[src/rtl/vfpu_op_sched.sv]
// rtl/vfpu_op_sched.sv - request FIFO plus single-outstanding issue/wait/done scheduler for a VFPU core
module vfpu_op_sched #(
  parameter int DATA_W  = 32,
  parameter int INS_W   = 6,
  parameter int DEPTH   = 4,
  parameter int TIMEOUT = 64
) (
  input  logic                     clk,
  input  logic                     rst_n,
  input  logic                     op_vld,
  output logic                     op_rdy,
  input  logic [INS_W-1:0]         vfpu_ins,
  input  logic [DATA_W-1:0]        operand_a,
  input  logic [DATA_W-1:0]        operand_b,
  input  logic [DATA_W-1:0]        operand_c,
  output logic                     core_vld,
  output logic [INS_W-1:0]         core_ins,
  output logic [DATA_W-1:0]        core_a,
  output logic [DATA_W-1:0]        core_b,
  output logic [DATA_W-1:0]        core_c,
  input  logic                     res_rdy,
  input  logic [DATA_W-1:0]        res,
  output logic                     out_vld,
  input  logic                     out_rdy,
  output logic [DATA_W-1:0]        out_res,
  output logic [INS_W-1:0]         out_ins,
  output logic                     out_err,
  output logic [$clog2(DEPTH):0]   occupancy,
  output logic                     stray
);
  localparam int AW = $clog2(DEPTH);
  localparam int CW = AW + 1;
  localparam int TW = $clog2(TIMEOUT);
  localparam int EW = INS_W + 3 * DATA_W;

  typedef enum logic [1:0] {IDLE, ISSUE, WAIT, DONE} state_t;
  state_t state, state_nxt;

  logic [EW-1:0] mem [DEPTH];
  logic [AW-1:0] wr_ptr, rd_ptr;
  logic [CW-1:0] count;
  logic [TW-1:0] timer;
  logic          push, pop, timeout_hit, finish;

  assign op_rdy      = (count != CW'(DEPTH));
  assign occupancy   = count;
  assign push        = op_vld && op_rdy;
  assign pop         = (state == IDLE) && (count != '0);
  assign timeout_hit = (timer == TW'(TIMEOUT - 1));
  assign finish      = (state == WAIT) && (res_rdy || timeout_hit);

  always_comb begin
    state_nxt = state;
    core_vld  = 1'b0;
    out_vld   = 1'b0;
    case (state)
      IDLE:  if (pop) state_nxt = ISSUE;
      ISSUE: begin
        core_vld  = 1'b1;
        state_nxt = WAIT;
      end
      WAIT:  if (finish) state_nxt = DONE;
      DONE:  begin
        out_vld = 1'b1;
        if (out_rdy) state_nxt = IDLE;
      end
      default: state_nxt = IDLE;
    endcase
  end

  always_ff @(posedge clk or negedge rst_n) begin
    if (!rst_n) state <= IDLE;
    else        state <= state_nxt;
  end

  always_ff @(posedge clk or negedge rst_n) begin
    if (!rst_n) begin
      wr_ptr <= '0;
      rd_ptr <= '0;
      count  <= '0;
    end else begin
      if (push) wr_ptr <= wr_ptr + AW'(1);
      if (pop)  rd_ptr <= rd_ptr + AW'(1);
      case ({push, pop})
        2'b10:   count <= count + CW'(1);
        2'b01:   count <= count - CW'(1);
        default: count <= count;
      endcase
    end
  end

  // Storage needs no reset: an entry is only read after it has been written.
  always_ff @(posedge clk) begin
    if (push) mem[wr_ptr] <= {vfpu_ins, operand_a, operand_b, operand_c};
  end

  always_ff @(posedge clk or negedge rst_n) begin
    if (!rst_n) begin
      core_ins <= '0;
      core_a   <= '0;
      core_b   <= '0;
      core_c   <= '0;
      timer    <= '0;
      out_res  <= '0;
      out_ins  <= '0;
      out_err  <= 1'b0;
      stray    <= 1'b0;
    end else begin
      if (pop) {core_ins, core_a, core_b, core_c} <= mem[rd_ptr];
      if (state == ISSUE)                  timer <= '0;
      else if (state == WAIT && !res_rdy)  timer <= timer + TW'(1);
      // A result arriving on the timeout cycle takes priority over the error.
      if (finish) begin
        out_ins <= core_ins;
        out_res <= res_rdy ? res : '0;
        out_err <= !res_rdy;
      end
      if (res_rdy && state != WAIT) stray <= 1'b1;
    end
  end
endmodule

[config.mk]
export PLATFORM = sky130hd
export DESIGN_NAME = vfpu_op_sched
export DESIGN_NICKNAME = d
export VERILOG_FILES = /design/src/rtl/vfpu_op_sched.sv
export SDC_FILE = /design/constraint.sdc
export NUM_CORES = 1
export LEC_CHECK = 0
export BUFFER_PORTS_ARGS = -buffer_cell sky130_fd_sc_hd__buf_2
export CORE_MARGIN = 4
export CORE_UTILIZATION = 52
export CTS_CLUSTER_SIZE = 40
export DETAILED_ROUTE_END_ITERATION = 10
export PLACE_DENSITY = 0.76
export SKIP_CTS_REPAIR_TIMING = 1
export SLEW_MARGIN = 15
export SYNTH_ARGS = -nofsm -noshare
export SYNTH_HDL_FRONTEND = slang
export SYNTH_SLANG_ARGS = --single-unit
[constraint.sdc]
create_clock -name clk -period 3.8 [get_ports clk]
set_input_delay 0 -clock clk [delete_from_list [all_inputs] [get_ports clk]]
set_output_delay 0 -clock clk [all_outputs]
set_load 0.05 [all_outputs]
Word level (Yosys, flattened, before mapping)
Memory sizes are Yosys's and may differ from the RTL's. A register that Yosys moved wholly into a read port is not among the register bits.
Index checks and enable logic that the tools add are counted.

word-level totals
  register bits = 55
  bits in writable memories = 408
  word-level logic and storage cells = 51
  output and inout bits = 148
  input bits = 139
  memories kept = 1

cells by class
  reductions and logical operators = 13
  mux-type cells = 12
  add/subtract/negate cells = 5
  equality and inequality tests = 11

memory list
  memory  words  width  rd ports  clocked after memory_dff  write ports  RTL line  source
  mem     4      102    1         1                         1            39        logic [EW-1:0] mem [DEPTH];

operator list
  operator                                                               count
  32-bit 2-to-1 mux                                                      1
  6-bit 2-to-1 mux                                                       2
  2-bit inequality test, second input constant                           4
  2-bit one-hot mux with 4 select lines                                  1
  6-bit by 1-bit adder with 6-bit output, second input constant          1
  2-bit equality test, second input constant                             3
  6-bit equality test, second input constant                             1
  2-bit 2-to-1 mux                                                       3
  3-bit one-hot mux with 2 select lines                                  1
  1-bit logical AND                                                      5
  2-bit by 1-bit adder with 2-bit output, second input constant          2
  2-bit by 1-bit equality test with 1-bit output, second input constant  2
  1-bit 2-to-1 mux                                                       4
  2-bit nonzero test                                                     2
  3-bit by 1-bit adder with 3-bit output, second input constant          1
  3-bit inequality test, second input constant                           1
  3-bit AND reduction                                                    1
  3-bit nonzero test                                                     1
  3-bit by 1-bit subtractor with 3-bit output, second input constant     1
  1-bit logical NOT                                                      2
  2-bit logical NOT                                                      1
  1-bit logical OR                                                       1

Depth between registers and ports, before layout
Gate-level depths: netlist (run 1).

  depth in word-level cells = 5
  mapped depth = 11
  depth with buffers taken out = 10

Worst setup path before layout (run 1)
Ideal clock, no wire load.

  path kind = reg2reg
  from = register count[0] (netlist: occupancy[0])
  to = memory mem[0][0] (netlist name) (enable)
  data arrival time = 3,538 ps
  slack = -211 ps
  buffers on the path = 0
  library setup time = 473 ps
  stages on the path, launching flop included = 3
  required time = 3,327 ps
  cell sequence = dfrtp_1 -> or3b_4 -> and3_1

between the ends
  longest elaborated chain between the ends = 4

ends and longest elaborated chain
  what                                    RTL line  source
  start, declared                         41        logic [CW-1:0] count;
  start signal, assigned                  85        2'b10: count <= count + CW'(1);
  start signal, assigned                  86        2'b01: count <= count - CW'(1);
  start signal, assigned                  87        default: count <= count;
  3-bit inequality test                   45        assign op_rdy = (count != CW'(DEPTH));
  net op_rdy                              11        output logic op_rdy,
  1-bit logical AND                       47        assign push = op_vld && op_rdy;
  1-bit 2-to-1 mux                        94        if (push) mem[wr_ptr] <= {vfpu_ins, operand_a, operand_b, operand_c};
  1-bit 2-to-1 mux (not written as such)  94
  end, declared                           39

The timed path passes the listed nets, and every way through them passes these cells.

Worst setup path in the final report (run 1)
  from = register count[2] (netlist: occupancy[2])
  to = memory mem[2][16] (netlist name) (enable)

between the ends
  longest elaborated chain between the ends = 4

ends and longest elaborated chain
  what                                    RTL line
  3-bit inequality test                   45
  1-bit logical AND                       47
  1-bit 2-to-1 mux                        94
  1-bit 2-to-1 mux (not written as such)  94

Every way passes these cells.

==> results of run 1 <==
## power breakdown
part,internal (uW),total [uW],switching [uW]
Sequential,8420,9190,774
Combinational,2590,8350,5750
Clock,3390,5630,2240
Total,14400,23200,8770
## cells in the final DEF, fill, tap and decap left out, types with 8 or more instances in the layout
cell and instances:
clkbuf_8 8, bufinv_16 9, mux4_2 102, edfxtp_1 408, o21ai_0 34, inv_1 9, buf_2 285, dlygate4sd3_1 138
nand2_1 373, buf_4 14, ha_1 10, clkinv_2 14, dfrtp_1 155, clkbuf_16 54
## area by class of cell
type | count | area (um2) | share of cell area, %
antenna | 4 | 10.01 | 0.03799
clock buffer | 69 | 1488 | 5.646
clock inverter | 33 | 412.9 | 1.567
inverter | 10 | 40.04 | 0.1520
multi-input combinational | 577 | 4489 | 17.04
sequential | 565 | 16190 | 61.44
tap | 525 | 656.9 | 2.493
timing repair buffer | 445 | 3064 | 11.63
## registers in the layout, indices dropped and copies added (netlist names), 3 cells and up
name / count
core_a: 32
core_b: 32
core_c: 32
core_ins: 6
mem: 408
occupancy: 3
out_ins: 6
out_res: 32
timer: 6
## per-layer routing
layer  share of wire (%)  GRT usage (%)  vias up
met5                   0              0        -
met4                 1.7          5.468        0
met3                 6.5          5.269       54
met2                  50          32.70      355
met1                  42          27.11     5927
li1                    -              -     5350
## worst max-delay path: cells and delay by family (launching register included)
family	cells	cell delay, ns
buffers and inverters	1	0.43
flip-flops	1	0.45
AND/OR/NAND/NOR	2	0.97
## stage by stage
stage	instance area, um2	power, uW
6_report	26350	23170
5_1_grt	26350	24390
4_1_cts	24960	23320
3_5_place_dp	23060	17650
3_3_place_gp	23060	17430
2_1_floorplan	20990	15360
## cell families after synthesis
group | Yosys count | synth area share (%)
mux | 111 | 11.44
buf+inv | 66 | 1.586
fa+ha+maj | 11 | 0.6918
flops | 565 | 77.12
compound gates | 49 | 1.425
simple gates | 398 | 7.407
xor+xnor | 8 | 0.3339
## worst max path at each step
stage            startpoint      endpoint  cells past startpoint
4_1_cts            state[0]    out_ins[1]                      5
2_1_floorplan  occupancy[0]     mem[0][0]                      2
6_report       occupancy[2]    mem[2][16]                      3
3_3_place_gp       state[0]    out_ins[1]                      5
3_5_place_dp       state[0]    out_ins[5]                      5
5_1_grt        occupancy[2]  occupancy[2]                      9
==> out/results.ini, run 1 <==
[power]
power_density_mw_per_mm2=879.2
vdd_drop_max_v=0.0005966
leakage_uw=0.01052

[drt]
antenna_left=0
drc_errors=0
via_count=11686
drt-pass1-iter-count=5
drt_iter0_drc=709
viasPerCell=5.245
drt-total-wl_um=44920
post_drt_wl_per_cell_um=20.16

[run]
max-cap-violations=0

[yosys]
yosys_warnings=0
synth_most_common_cell=edfxtp_1
synth_flop_cell=edfxtp_1
synth_top_area_cell=edfxtp_1
synthArstFlopShare_pct=27.79
synth_cell_types=39
ys_seq_area_share_pct=77.12
avgSynthCellArea_um2=17.37
synth_nets=1358
netlist_instances=1208
synth-seq-cells=565
syn_area_mm2=0.02098
yosysTopAreaCellShare_pct=58.39
synth_edf_count=408
yosys-top-cells-area=edfxtp_1 58%, dfrtp_1 19%, mux4_2 11%
synth_common_cells=408 x edfxtp_1, 373 x nand2_1, 157 x dfrtp_1

[sta]
fmax_mhz=443.0
slew_violations=0
fin_setup_tns_ns=0
slew_headroom_pct=31.05
post-route-period-util_pct=59.40
period_needed_ns=2.257
hold_viol_final=0
whs_ns=0.1375
setup_ws_ns=1.543
clock_skew_ns=0.01719
worst_slew_pin_slew_ns=1.032
finalSetupViolations=0
rsz0062_at_grt=false

[floorplan]
dieWidth_um=208.9
initial_utilization_pct=52.69
core-area_mm2=0.03982
std_cell_rows=73
num_io_pins=287
die-area_mm2=0.04363
die_h_um=208.9

[setup_path]
path_max_fanout=41
slowest_delay_ns=0.66
critPathLaunchType=flop
arrival_ns=2.51
ff2ff_setup_slack_ns=1.54
crit_required_ns=4.05
crit_chain=or3b_4 -> and3_4 -> buf_4
crit_slowest_cell=and3_4
crit_path_end_kind=flop
crit_type=reg -> reg
reg2reg_depth=3
r2r_end=mem[2][16]
crit-reg2reg-launch=occupancy[2]

[cts]
cts_made_buffers=54
cts_root_buffer=clkbuf_16
clkTransAtPathRegs_ns=0.06
htree_levels=2
clock-sinks=565
cts_tree=done
clk_latency_ns=0.60
cts_buffer_depth=3

[cells_and_area]
nFillCells=2677
final_cells=2228
nNetsFinal=1803
final_util_pct=66.16
drive_above_1_share_pct=30.55
syn_to_final_growth_pct=25.58

[global_routing]
grt_max_degree=94
grt-ovfl-total=0
grt_pass1_vias=11610
grt_pass1_wl_um=67670
grt_use_total_pct=19.97
antenna_found_initial=3

[place]
pre_cts_ws_ns=1.358
place_hpwl_um=25820
io_buffer_count=286
placedCellCount=1984
gp_congestion=0.8788

[status]
status=finished clean

[worst_hold_path]
hold_path.class=in -> async

Note: power is estimated with default switching activity, not from simulation.
==> run 2: changes to the inputs <==
Settings changed: ABC_AREA set to 1, CORE_UTILIZATION 52 to 54, PLACE_DENSITY 0.76 to 0.75.
Clock period 3.8 ns to 2.12 ns, I/O delays scaled along.
==> run 2 against run 1 <==
Compared with the run above:
- the run now ends with hold timing left
- clock power is 77% higher
- hold slack got worse by 0.16 ns
- sequential power rose by 77%
- critical path depth up 6
- non-clock buffer count grew 23
- count of clock-buffer cells in the layout rose by 4
- clock skew decreased by 0.0029 ns
- core utilization rose by 2.3 points
- total power increased by 91%
- cell area grew 4.0%
- largest cell class unchanged
- highest routed layer is now met5
==> out/results.ini, run 2 <==
[cells_and_area]
top_register=mem
final_util_pct=68.49  ; +2.3 points
drive_above_1_share_pct=18.03  ; -13 points
syn_to_final_growth_pct=24.83
nNetsFinal=2480  ; +38%
nFillCells=2764  ; +3.2%
final_common_cell=nand2_1
largest_register_ffs=408  ; unchanged
multi_input_area_mm2=0.005114  ; +14%
final_cell_mix=500 x nand2_1, 413 x nor2_1, 408 x edfxtp_1
regArea_mm2=0.01619  ; about the same

[cts]
clock-sinks=565  ; unchanged
cts_buffer_depth=3  ; unchanged
clkTransAtPathRegs_ns=0.06  ; about the same
cts_made_buffers=55  ; +1.9%
cts_root_buffer=clkbuf_16
clk_latency_ns=0.60  ; about the same
cts_tree=done
htree_levels=2  ; unchanged

[drt]
drc_errors=0  ; unchanged
via_count=15217  ; +30%
drt-total-wl_um=52340  ; +17%
drt_iter0_drc=1120  ; +58%
drt-pass1-iter-count=5  ; unchanged
antenna_left=0  ; unchanged
viasPerCell=5.242  ; about the same
post_drt_wl_per_cell_um=18.03  ; -11%

[worst_hold_path]
hold_path.class=in -> async

[global_routing]
grt_max_degree=107  ; +14%
antenna_found_initial=5  ; +2
grt-ovfl-total=0  ; unchanged
grt_pass1_wl_um=78790  ; +16%
grt_use_total_pct=22.51  ; +2.5 points
grt_pass1_vias=14702  ; +27%

[setup_path]
crit_top_cell=nand2_8
slowest_delay_ns=0.43  ; -0.23 ns
crit_type=reg -> reg
critPathBufInv=1  ; unchanged
crit_chain=nor2_4 -> nand2_8 -> nand2_8 -> ha_1 -> inv_1 -> fa_1 -> a21oi_1 -> o21ai_0 -> xor2_1
path_max_fanout=8  ; -80%
crit_slowest_cell=dfrtp_2
crit_family=adder cells
arrival_ns=2.42  ; -0.09 ns
critPathLaunchType=flop
crit_required_ns=2.59  ; -1.46 ns
crit_path_end_kind=flop

[floorplan]
num_io_pins=287  ; unchanged
die_h_um=209.6  ; +0.36%
initial_utilization_pct=54.87  ; +2.2 points
std_cell_rows=73  ; unchanged
die-area_mm2=0.04394  ; +0.72%
dieWidth_um=209.6  ; +0.36%
core-area_mm2=0.04001  ; +0.46%

[sta]
clock_skew_ns=0.01428  ; -0.002909 ns
whs_ns=-0.01752  ; -0.1550 ns
worst_slew_pin_slew_ns=0.6734  ; -0.3584 ns
period_needed_ns=1.955  ; -0.3024 ns
fmax_mhz=511.6  ; +15%
finalSetupViolations=0  ; unchanged
slew_violations=0  ; unchanged
rsz0062_at_grt=false
post-route-period-util_pct=92.20  ; +33 points
slew_headroom_pct=55.11  ; +24 points
hold_viol_final=20  ; +20

[yosys]
synth_nets=2057  ; +51%
synth_flop_cell=edfxtp_1
synth_top_area_cell=edfxtp_1
yosys-top-cells-area=edfxtp_1 56%, dfrtp_1 18%, nand2_1 8.6%
synth_edf_count=408  ; unchanged
yosys_warnings=0  ; unchanged
syn_area_mm2=0.02195  ; +4.6%
avgSynthCellArea_um2=11.51  ; -34%
synth_common_cells=502 x nand2_1, 417 x nor2_1, 408 x edfxtp_1
synth-seq-cells=565  ; unchanged
synthArstFlopShare_pct=27.79  ; unchanged
netlist_instances=1907  ; +58%
ys_seq_area_share_pct=73.71  ; -3.4 points
synth_most_common_cell=nand2_1
synth_cell_types=26  ; -33%
yosysTopAreaCellShare_pct=55.81  ; -2.6 points

[power]
vdd_drop_max_v=0.001510  ; +150%
power_density_mw_per_mm2=1612  ; +83%
leakage_uw=0.01157  ; +9.9%

[status]
violations=hold timing
status=complete, but fails checks

[place]
place_hpwl_um=28840  ; +12%
io_buffer_count=286  ; unchanged
gp_congestion=0.8436  ; -4.0%

[run]
max-cap-violations=0  ; unchanged

==> run 2: cell types whose count changed after synthesis, moves of 16 or more <==
| cell | delta |
|---|---|
| buf_2 | +34 |
| nand2_1 | +129 |
| o21ai_1 | +159 |
| nor2_1 | +412 |
| o21ai_0 | +19 |
| mux4_2 | -102 |
| nand3_1 | +50 |
| inv_1 | +16 |
==> run 2: cell families (layout without fill, tap and decap cells) <==
| family | Yosys count | after routing | share of synthesized area (%) |
|---|---|---|---|
| fa+ha+maj | 11 | 11 | 0.6612 |
| compound gates | 219 | 219 | 5.016 |
| xor+xnor | 4 | 4 | 0.1596 |
| simple gates | 978 | 978 | 17.13 |
| flops | 565 | 565 | 73.71 |
| buf+inv | 130 | 597 | 3.323 |
| other cells | 0 | 4 | 0 |
==> run 2: where the power goes <==
part | switching, uW | internal, uW | leakage (uW)
Clock | 4030 | 5930 | 0.000912
Sequential | 1250 | 15100 | 0.00567
Combinational | 13200 | 4720 | 0.00498
Total | 18500 | 25700 | 0.0116
==> run 2: path summary, 6_finish.rpt <==
kind                               start      endpoint  slack, ns  cells past startpoint
min in group clk           operand_b[23]    mem[1][55]       0.15                      2
min reg2reg                   core_c[17]    core_c[17]       0.47                      2
max                         occupancy[1]  occupancy[2]       0.17                      9
max reg2reg                 occupancy[1]  occupancy[2]       0.17                      9
max in group asynchronous          rst_n    core_c[17]       1.38                      3
min                                rst_n    core_c[12]      -0.02                      2
==> run 2: layout make-up <==
| class | instances | share of cell area [%] |
|---|---|---|
| Antenna cell | 4 | 0.03653 |
| Timing Repair Buffer | 468 | 12.63 |
| Multi-Input combinational cell | 1212 | 18.66 |
| Tap cell | 525 | 2.397 |
| Inverter | 28 | 0.4201 |
| Clock buffer | 73 | 5.612 |
| Clock inverter | 28 | 1.146 |
| Sequential cell | 565 | 59.09 |
==> run 2: metrics by stage <==
stage | TNS (ns) | total power [uW] | worst slack (ns) | area [um2] | cells
2_1_floorplan | -283.26 | 29300 | -0.7096 | 22020 | 1907
3_3_place_gp | 0 | 33690 | 0.1647 | 24110 | 2655
4_1_cts | 0 | 44180 | 0.1567 | 25960 | 2756
6_report | 0 | 44180 | 0.1653 | 27400 | 2903
5_1_grt | 0 | 46790 | 0.03891 | 27400 | 2903
3_5_place_dp | 0 | 34160 | 0.1627 | 24110 | 2655
==> run 2: per-layer routing <==
layer | track usage (%) | wire length (um) | up-vias
met5 | 0 | 7 | -
met4 | 7.403 | 1255 | 2
met3 | 5.052 | 3491 | 98
met2 | 37.99 | 25910 | 511
met1 | 29.31 | 21670 | 7375
li1 | - | - | 7231
